File: src/rtl/fetch_buffer_if.sv
// Fetch-stage and instruction-memory signals of the prefetch buffer.
// The slave modport is the buffer's view; the master modport is the
// environment (fetch stage plus instruction memory) driving it.
interface fetch_buffer_if;
    logic        fetch_valid;
    logic        fetch_fence;
    logic        fetch_spec;
    logic [1:0]  fetch_mode;
    logic [31:0] fetch_addr;
    logic        fetch_ready;
    logic [31:0] fetch_rdata;

    logic        imem_valid;
    logic        imem_fence;
    logic [1:0]  imem_mode;
    logic [31:0] imem_addr;
    logic        imem_ready;
    logic [31:0] imem_rdata;

    modport slave (
        input  fetch_valid, fetch_fence, fetch_spec, fetch_mode, fetch_addr,
        output fetch_ready, fetch_rdata,
        output imem_valid, imem_fence, imem_mode, imem_addr,
        input  imem_ready, imem_rdata
    );

    modport master (
        output fetch_valid, fetch_fence, fetch_spec, fetch_mode, fetch_addr,
        input  fetch_ready, fetch_rdata,
        input  imem_valid, imem_fence, imem_mode, imem_addr,
        output imem_ready, imem_rdata
    );
endinterface

File: src/rtl/fetch_buffer.sv
// Instruction prefetch buffer: keeps a small FIFO of sequential 32-bit
// words and serves a halfword-aligned 32-bit instruction window, so that
// compressed and word-straddling instructions need no extra memory reads.
// Redirects, fences and out-of-window fetches flush and restart the stream.
module fetch_buffer #(
    parameter int DEPTH = 4
) (
    input logic            clk,
    input logic            rst,
    fetch_buffer_if.slave  bus
);
    localparam int PW = $clog2(DEPTH);
    localparam int CW = PW + 1;
    localparam logic [CW-1:0] FULL = CW'(DEPTH);

    typedef enum logic [1:0] {
        S_IDLE,
        S_WAIT,
        S_DROP
    } state_t;

    state_t        state;
    logic [31:0]   words [DEPTH];
    logic [PW-1:0] rd_ptr;
    logic [PW-1:0] wr_ptr;
    logic [CW-1:0] count;
    logic [29:0]   head_addr;
    logic [29:0]   next_addr;
    logic          fence_pend;

    logic [29:0]   w;
    logic [29:0]   off;
    logic [29:0]   off1;
    logic [29:0]   count_ext;
    logic          in_range;
    logic          flush;
    logic          w_hit;
    logic          w1_hit;
    logic [PW-1:0] lo_idx;
    logic [PW-1:0] hi_idx;
    logic [31:0]   word_lo;
    logic [31:0]   word_hi;
    logic [15:0]   lo_half;
    logic [15:0]   hi_half;
    logic          need_hi;
    logic          hit;
    logic          pop;
    logic          push;
    logic          addr_bit0_unused;

    // Halfword addressing ignores bit 0 of the fetch address.
    assign addr_bit0_unused = bus.fetch_addr[0];

    // Window lookup relative to the oldest buffered word, plus flush/pop/push decisions.
    always_comb begin
        w         = bus.fetch_addr[31:2];
        off       = w - head_addr;
        off1      = off + 30'd1;
        count_ext = 30'(count);
        in_range  = (off <= count_ext);
        flush     = bus.fetch_valid & (bus.fetch_spec | bus.fetch_fence | ~in_range);
        w_hit     = (off < count_ext);
        w1_hit    = (off1 < count_ext);
        lo_idx    = rd_ptr + off[PW-1:0];
        hi_idx    = rd_ptr + off1[PW-1:0];
        word_lo   = words[lo_idx];
        word_hi   = words[hi_idx];
        lo_half   = bus.fetch_addr[1] ? word_lo[31:16] : word_lo[15:0];
        if (bus.fetch_addr[1]) begin
            hi_half = w1_hit ? word_hi[15:0] : 16'h0000;
        end else begin
            hi_half = word_lo[31:16];
        end
        need_hi   = (lo_half[1:0] == 2'b11) & bus.fetch_addr[1];
        hit       = bus.fetch_valid & ~flush & w_hit & (~need_hi | w1_hit);
        pop       = bus.fetch_valid & ~flush & (off == 30'd1) & (count != '0);
        push      = (state == S_WAIT) & bus.imem_ready & ~flush;
        bus.fetch_ready = hit;
        bus.fetch_rdata = hit ? {hi_half, lo_half} : 32'h0;
    end

    // Word storage; written only when an in-flight response is accepted.
    always_ff @(posedge clk) begin
        if (push) begin
            words[wr_ptr] <= bus.imem_rdata;
        end
    end

    // FIFO bookkeeping, outstanding-request FSM and registered memory request.
    always_ff @(posedge clk) begin
        if (rst) begin
            state          <= S_IDLE;
            rd_ptr         <= '0;
            wr_ptr         <= '0;
            count          <= '0;
            head_addr      <= '0;
            next_addr      <= '0;
            fence_pend     <= 1'b0;
            bus.imem_valid <= 1'b0;
            bus.imem_fence <= 1'b0;
            bus.imem_mode  <= 2'b00;
            bus.imem_addr  <= 32'h0;
        end else begin
            bus.imem_mode  <= bus.fetch_mode;
            bus.imem_valid <= 1'b0;
            bus.imem_fence <= 1'b0;

            if (flush) begin
                count     <= '0;
                head_addr <= w;
                next_addr <= w;
                rd_ptr    <= '0;
                wr_ptr    <= '0;
                if (bus.fetch_fence) begin
                    fence_pend <= 1'b1;
                end
            end else begin
                if (pop) begin
                    head_addr <= head_addr + 30'd1;
                    rd_ptr    <= rd_ptr + PW'(1);
                end
                if (push) begin
                    next_addr <= next_addr + 30'd1;
                    wr_ptr    <= wr_ptr + PW'(1);
                end
                count <= count + CW'(push) - CW'(pop);
            end

            case (state)
                S_IDLE: begin
                    if (flush) begin
                        bus.imem_valid <= 1'b1;
                        bus.imem_fence <= bus.fetch_fence | fence_pend;
                        bus.imem_addr  <= {w, 2'b00};
                        fence_pend     <= 1'b0;
                        state          <= S_WAIT;
                    end else if (count < FULL) begin
                        bus.imem_valid <= 1'b1;
                        bus.imem_fence <= fence_pend;
                        bus.imem_addr  <= {next_addr, 2'b00};
                        fence_pend     <= 1'b0;
                        state          <= S_WAIT;
                    end
                end
                S_WAIT: begin
                    if (flush) begin
                        state <= bus.imem_ready ? S_IDLE : S_DROP;
                    end else if (bus.imem_ready) begin
                        state <= S_IDLE;
                    end
                end
                S_DROP: begin
                    if (bus.imem_ready) begin
                        state <= S_IDLE;
                    end
                end
                default: state <= S_IDLE;
            endcase
        end
    end
endmodule

File: src/flat_wrapper.sv
// flat-port wrapper written by rule: the top's interface ports become plain ports
module fetch_buffer_flat 
#(
    parameter int DEPTH = 4
)
  (clk, rst, bus_fetch_valid, bus_fetch_fence, bus_fetch_spec, bus_fetch_mode, bus_fetch_addr, bus_fetch_ready, bus_fetch_rdata, bus_imem_valid, bus_imem_fence, bus_imem_mode, bus_imem_addr, bus_imem_ready, bus_imem_rdata);
  fetch_buffer_if bus_i ();
  input logic clk;
  input logic rst;
  input wire logic [$bits(bus_i.fetch_valid)-1:0] bus_fetch_valid;
  input wire logic [$bits(bus_i.fetch_fence)-1:0] bus_fetch_fence;
  input wire logic [$bits(bus_i.fetch_spec)-1:0] bus_fetch_spec;
  input wire logic [$bits(bus_i.fetch_mode)-1:0] bus_fetch_mode;
  input wire logic [$bits(bus_i.fetch_addr)-1:0] bus_fetch_addr;
  output wire logic [$bits(bus_i.fetch_ready)-1:0] bus_fetch_ready;
  output wire logic [$bits(bus_i.fetch_rdata)-1:0] bus_fetch_rdata;
  output wire logic [$bits(bus_i.imem_valid)-1:0] bus_imem_valid;
  output wire logic [$bits(bus_i.imem_fence)-1:0] bus_imem_fence;
  output wire logic [$bits(bus_i.imem_mode)-1:0] bus_imem_mode;
  output wire logic [$bits(bus_i.imem_addr)-1:0] bus_imem_addr;
  input wire logic [$bits(bus_i.imem_ready)-1:0] bus_imem_ready;
  input wire logic [$bits(bus_i.imem_rdata)-1:0] bus_imem_rdata;
  assign bus_i.fetch_valid = bus_fetch_valid;
  assign bus_i.fetch_fence = bus_fetch_fence;
  assign bus_i.fetch_spec = bus_fetch_spec;
  assign bus_i.fetch_mode = bus_fetch_mode;
  assign bus_i.fetch_addr = bus_fetch_addr;
  assign bus_fetch_ready = bus_i.fetch_ready;
  assign bus_fetch_rdata = bus_i.fetch_rdata;
  assign bus_imem_valid = bus_i.imem_valid;
  assign bus_imem_fence = bus_i.imem_fence;
  assign bus_imem_mode = bus_i.imem_mode;
  assign bus_imem_addr = bus_i.imem_addr;
  assign bus_i.imem_ready = bus_imem_ready;
  assign bus_i.imem_rdata = bus_imem_rdata;
  fetch_buffer #(.DEPTH(DEPTH)) u_core (.clk(clk), .rst(rst), .bus(bus_i));
endmodule
File: config.mk
export PLATFORM = sky130hd
export DESIGN_NAME = fetch_buffer_flat
export DESIGN_NICKNAME = d
export VERILOG_FILES = /design/src/rtl/fetch_buffer_if.sv /design/src/rtl/fetch_buffer.sv /design/src/flat_wrapper.sv
export SDC_FILE = /design/constraint.sdc
export NUM_CORES = 1
export LEC_CHECK = 0
export CORE_ASPECT_RATIO = 1.75
export CORE_MARGIN = 2
export CORE_UTILIZATION = 58
export DETAILED_ROUTE_END_ITERATION = 16
export HOLD_SLACK_MARGIN = 0.06
export PLACE_DENSITY = 0.88
export SYNTH_ARGS = -nofsm -noshare
export SYNTH_HDL_FRONTEND = slang
export SYNTH_SLANG_ARGS = --single-unit
File: constraint.sdc
create_clock -name clk -period 5.8 [get_ports clk]
set_input_delay 0.58 -clock clk [delete_from_list [all_inputs] [get_ports clk]]
set_output_delay 0.58 -clock clk [all_outputs]
set_load 0.02 [all_outputs]
* Yosys cells after proc, flatten, opt, wreduce, memory -nomap -nowiden
Memory sizes are Yosys's and may differ from the RTL's.
Cells that the tools add are included.
** Storage, ports and cells
- Output and inout bits :: 69
- Bits in writable memories :: 128
- Input bits :: 72
- Memories :: 1
- Flip-flop bits (word level) :: 106
- Logic and storage cells :: 83
** Memories
- u_core.words :: words 4, width 32, read ports 2, clocked after memory_dff 0, wr ports 1, line fetch_buffer.sv:23 : logic [31:0] words [DEPTH];
** Cells by class
- Equal/unequal tests :: 5
- $lt $le $gt $ge :: 4
- Add/sub/neg operators :: 10
- Reductions and logical operators :: 8
- Bitwise operators :: 17
- Mux-type cells :: 27
** Operator list (count)
- $mux W30 :: 4
- $mux W32 :: 3
- $add A30 B1 Y30 const B :: 3
- $lt A30 B3 Y1 :: 2
- $mux W16 :: 3
- $eq A30 B1 Y1 const B :: 1
- $le A30 B3 Y1 :: 1
- $sub A30 B30 Y30 :: 1
- $mux W1 :: 11
- $mux W2 :: 5
- $and A1 B1 Y1 :: 9
- $pmux W2 S3 :: 1
- $reduce_bool A2 Y1 :: 3
- $add A2 B1 Y2 const B :: 2
- $add A2 B2 Y2 :: 2
- $eq A2 B2 Y1 const B :: 2
- $not A1 Y1 :: 4
- $or A1 B1 Y1 :: 4
- $reduce_or A2 Y1 :: 2
- $add A3 B1 Y3 :: 1
- $lt A3 B3 Y1 const B :: 1
- $ne A3 B1 Y1 const B :: 1
- $reduce_bool A3 Y1 :: 1
- $sub A3 B1 Y3 :: 1
- 3 further kinds :: 3

* Logic depth before layout (Yosys ltp)
- Depth after elaboration :: 11
- Mapped depth :: 23
- Mapped depth without buffers :: 20

* Worst setup path before layout
OpenSTA, ideal clock, no wires.
- Path kind :: in2out
- From :: in bus_fetch_addr[2]
- To :: out bus_fetch_rdata[31]
- Cell stages on the path :: 14
- Buffers on the path :: 0
- Path slack :: 0.632 ns
- Data arrival time :: 4.588 ns
- Cells stage by stage :: inv_1 > ha_1 > fa_1 > and2b_4 > o221a_4 > o221ai_2 > a311oi_2 > nand4bb_1 > or4_4 > or4b_1 > a21o_1 > a22oi_4 > nand3_4 > a221oi_1
** On the way
- Longest elaborated chain between the ends :: 10
** RTL lines
- start, declared :: line flat_wrapper.sv:14 : input wire logic [$bits(bus_i.fetch_addr)-1:0] bus_fetch_addr;
- $sub A30 B30 Y30 (*) :: line fetch_buffer.sv:57 : off = w - head_addr;
- parallel branches: the longest is 8 deep, another holds $add A30 B1 Y30
- $mux W32 (*) :: line fetch_buffer.sv:79 : bus.fetch_rdata = hit ? {hi_half, lo_half} : 32'h0;
- end, declared :: line flat_wrapper.sv:16 : output wire logic [$bits(bus_i.fetch_rdata)-1:0] bus_fetch_rdata;
Every way passes the cells marked *.

* Worst setup path after layout
- From :: in bus_fetch_addr[3]
- To :: out bus_fetch_rdata[31]
Same word-level chain as after synthesis.

==> impl_metrics.ini <==
[global_routing]
grt_start_max_net_pins = 88
antenna_found_initial = 2
grt_pass1_vias = 12800
grt_remaining_overflow = 0
grt_usage_pct = 32.8
grt_pass1_wl_um = 65600

[setup_path]
crit_fanout = 11
max_stage_delay_ns = 0.54
cp_data_arrival_time_ns = 5.16
path_cells = clkdlybuf4s50_1 > inv_1 > fa_2 > and2b_4 > o221a_4 > o221ai_2 > a311oi_2 > nand4bb_1 > or4_4 > or4b_1 > a21o_1 > a22oi_4 > buf_4 > buf_6 > nand4_1 > a221oi_2 > buf_2
path_delay_family = simple AND/OR/NAND/NOR gates
cp-end-kind = primary output
start_kind = input port
cp.required_ns = 5.22
cp_slowest_cell = or4_4
criticalPathCategory = in2out
cp_num_buf_inv = 5

[worst_hold_path]
hp-class = reg2reg

[flow_run]
maxCapViolations = 0

[timing]
layout_setup_ws_ns = 0.0564
fin_crit_sh_pct = 99.0
finClkSkew_ns = 0.0120
finalMaxSlewViolations = 0
period_minus_slack_ns = 5.74
fmax_mhz = 174
hold_violations = 0
slew_headroom_pct = 24.2
setup_viol = 0
timing_worst_slew_pin_value_ns = 1.13

[detailed_routing]
wl_per_cell_um = 22.1
postRouteAntennaNets = 0
via_count = 12300
drc = 0
viasPerCell = 6.48
drt_first_iter_violations = 873
drt-pass1-iter-count = 5
routed_wirelength_um = 42100

[clock_network]
cts_made_buffers = 21
clock_sinks = 232
cts-root-buf = clkbuf_16
cts_buffer_depth = 3
cts_max_level = 1
cts.clk_slew.worst_paths_ns = 0.06
clk_latency_ns = 0.52
tritoncts = done

[die]
dieArea_sq_mm = 0.0254
coreArea_sq_mm = 0.0238
rows = 75
die_w_um = 121
start_util_pct = 58.7
die_height_um = 209
ios = 141

[yosys]
synth_cells = 1318
yosys-top-cells-area = edfxtp_1, dfxtp_1, mux4_2
yosys_warnings = 0
async_flop_share_pct = 0
synth_area_per_cell_sq_um = 10.6
ys_seq_area_share_pct = 42.4
synth_top_area_cell = edfxtp_1
synth_top_area_share_pct = 27.5
ys_seq_elements = 232
ys_types = 91
ys.flop_type = edfxtp_1
synth_edf_count = 128
synthesis.area_sq_mm = 0.0140

[layout]
drive_above_1_share_pct = 25.1
fillers = 1575
regArea_sq_mm = 0.00593
fin_nets = 1702
multi_input_comb_area_sq_mm = 0.00764
syn_to_final_growth_pct = 26.3

[power]
p_sw_share_pct = 29.9
p_comb_share_pct = 28.9
ir_drop_uv = 268
p_per_area_mw_per_mm2 = 257
power_frac_seq_pct = 40.6
power.switching_uw = 1360
p_leak_uw = 0.00650
pwr-share-clk_pct = 30.5
total_power_uw = 4540
intPower_uw = 3180

[placement]
dp_hpwl_um = 29700
placement.io_buffers = 137
place_congestion = 0.940
place_ws_ns = -0.744

[status]
status = finished, final reports clean
[cells in the final DEF (no fill, tap or decap), drive strengths merged, types with 6 or more instances in the layout]
| master | synthesis | routed |
|---|---|---|
| buf | 37 | 219 |
| edfxtp | 128 | 128 |
| dfxtp | 104 | 104 |
| clkdlybuf4s50 | 0 | 101 |
| nor2 | 91 | 91 |
| a21oi | 88 | 88 |
| a211oi | 62 | 62 |
| nand2 | 61 | 61 |
| inv | 57 | 59 |
| mux4 | 48 | 48 |
| ha | 47 | 47 |
| nand4 | 44 | 44 |
| xnor2 | 41 | 41 |
| xor2 | 36 | 36 |
| o22ai | 32 | 32 |
| nor3 | 30 | 30 |
| o21ai | 30 | 30 |
| clkbuf | 51 | 28 |
| o21bai | 26 | 26 |
| nand3 | 25 | 25 |
| and2 | 24 | 24 |
| nand2b | 21 | 21 |
| mux2i | 21 | 21 |
| nor4 | 21 | 21 |
| a221oi | 17 | 17 |
| a21o | 16 | 16 |
| and3 | 15 | 15 |
| a31oi | 15 | 15 |
| or3 | 12 | 12 |
| o211ai | 11 | 11 |
| a311oi | 11 | 11 |
| and4 | 9 | 9 |
| a31o | 8 | 8 |
| o31ai | 6 | 6 |
| or4 | 6 | 6 |
| clkinv | 1 | 6 |
| or2 | 6 | 6 |
[per-layer routing]
layer / GRT usage, % / vias up / part of all wire [%]
met5: 0 / - / 0
met4: 20.6 / 0 / 6.4
met3: 4.97 / 172 / 6.4
met2: 60.5 / 598 / 54
met1: 34.0 / 5966 / 33
li1: - / 5598 / -
[per-stage QoR]
stage | hold slack, ns | setup TNS, ns | instance area [sq um] | utilization [%] | std cells
2_1_floorplan | 0.457 | 0 | 14000 | - | 1319
3_3_place_gp | 0.466 | -16.66 | 16900 | 70.8 | 1859
3_5_place_dp | 0.492 | -21.15 | 16900 | 70.8 | 1859
4_1_cts | 0.501 | 0 | 17500 | 73.4 | 1897
5_1_grt | 0.519 | -0.836 | 17700 | 74.1 | 1903
6_report | 0.499 | 0 | 17700 | 74.1 | 1903
[synth_stat cells, drive strengths merged, types with 17 or more instances]
cell / count
edfxtp: 128
xor2: 36
inv: 57
nand2b: 21
ha: 47
nor2: 91
dfxtp: 104
a211oi: 62
nand2: 61
a21oi: 88
nor4: 21
nand4: 44
buf: 37
clkbuf: 51
nand3: 25
a221oi: 17
nor3: 30
mux4: 48
mux2i: 21
xnor2: 41
o21bai: 26
and2: 24
o21ai: 30
o22ai: 32
[final timing paths]
| kind | start | end | slack [ns] | depth (start not counted) |
|---|---|---|---|---|
| max | bus_fetch_addr[3] | bus_fetch_rdata[31] | 0.06 | 17 |
| max reg2reg | u_core.head_addr[0] | u_core.count[2] | 0.89 | 22 |
| min | u_core.bus.imem_addr[17] | u_core.bus.imem_addr[17] | 0.50 | 2 |
| min reg2reg | u_core.bus.imem_addr[17] | u_core.bus.imem_addr[17] | 0.50 | 2 |
[worst register-to-register path, cell delays in order (launching register included)]
cell       delay [ns]
dfxtp_2          0.37
ha_2             0.22
fa_2             0.22
and2b_4          0.22
o2111ai_4        0.29
a211oi_4         0.13
or4_1            0.44
buf_4            0.16
a2111o_1         0.44
nor4_4           0.27
buf_4            0.17
and4_1           0.19
buf_4            0.14
nand4_4          0.07
inv_1            0.17
ha_1             0.26
inv_1            0.06
ha_1             0.14
inv_1            0.05
fa_1             0.38
xnor2_1          0.18
xnor2_1          0.15
nor2_1           0.07
[sequential cells by signal, summed over array words and instances (netlist names)]
signal                 flops
u_core.words             128
u_core.bus.imem_mode       2
u_core.rd_ptr              2
u_core.bus.imem_valid      1
u_core.next_addr          30
u_core.wr_ptr              2
u_core.fence_pend          1
u_core.bus.imem_fence      1
u_core.state               2
u_core.bus.imem_addr      30
u_core.count               3
u_core.head_addr          30
[cells by family (layout without fill, tap and decap cells)]
logic type,after synthesis,count (layout),share of synthesized area (%)
XOR/XNOR,78,78,5.04
flip-flops,232,232,42.4
multiplexers,69,69,9.23
adder cells (fa/ha/maj),49,49,4.49
AND/OR/NAND/NOR,381,381,14.9
buffers and inverters,146,420,4.39
other,1,4,0.0268
AO/OA/AOI/OAI,362,362,19.6
[power by group through the flow]
stage | sequential, uW | clock (uW) | combinational, uW
floorplan | 1900 | 0 | 719
global placement | 1870 | 0 | 1210
detailed placement | 1880 | 0 | 1240
CTS | 1840 | 1390 | 1270
global route | 1850 | 1450 | 1400
finish | 1840 | 1380 | 1310
[timing repair]
action	in CTS	in global routing
setup buffers	2	3
cloned	1	1
gates resized for setup	142	32
hold buffers	0	0
pin swaps	4	8
endpoints found under the setup margin	33	33
[layout make-up]
class                           instances  area share (%)
Antenna cell                            2          0.0283
Clock buffer                           25            3.17
Clock inverter                         10           0.574
Inverter                               58            1.23
Multi-Input combinational cell        941            43.2
Sequential cell                       232            33.5
Tap cell                              308            2.18
Timing Repair Buffer                  327            16.0
No activity file was read; power rests on OpenSTA's default activity.
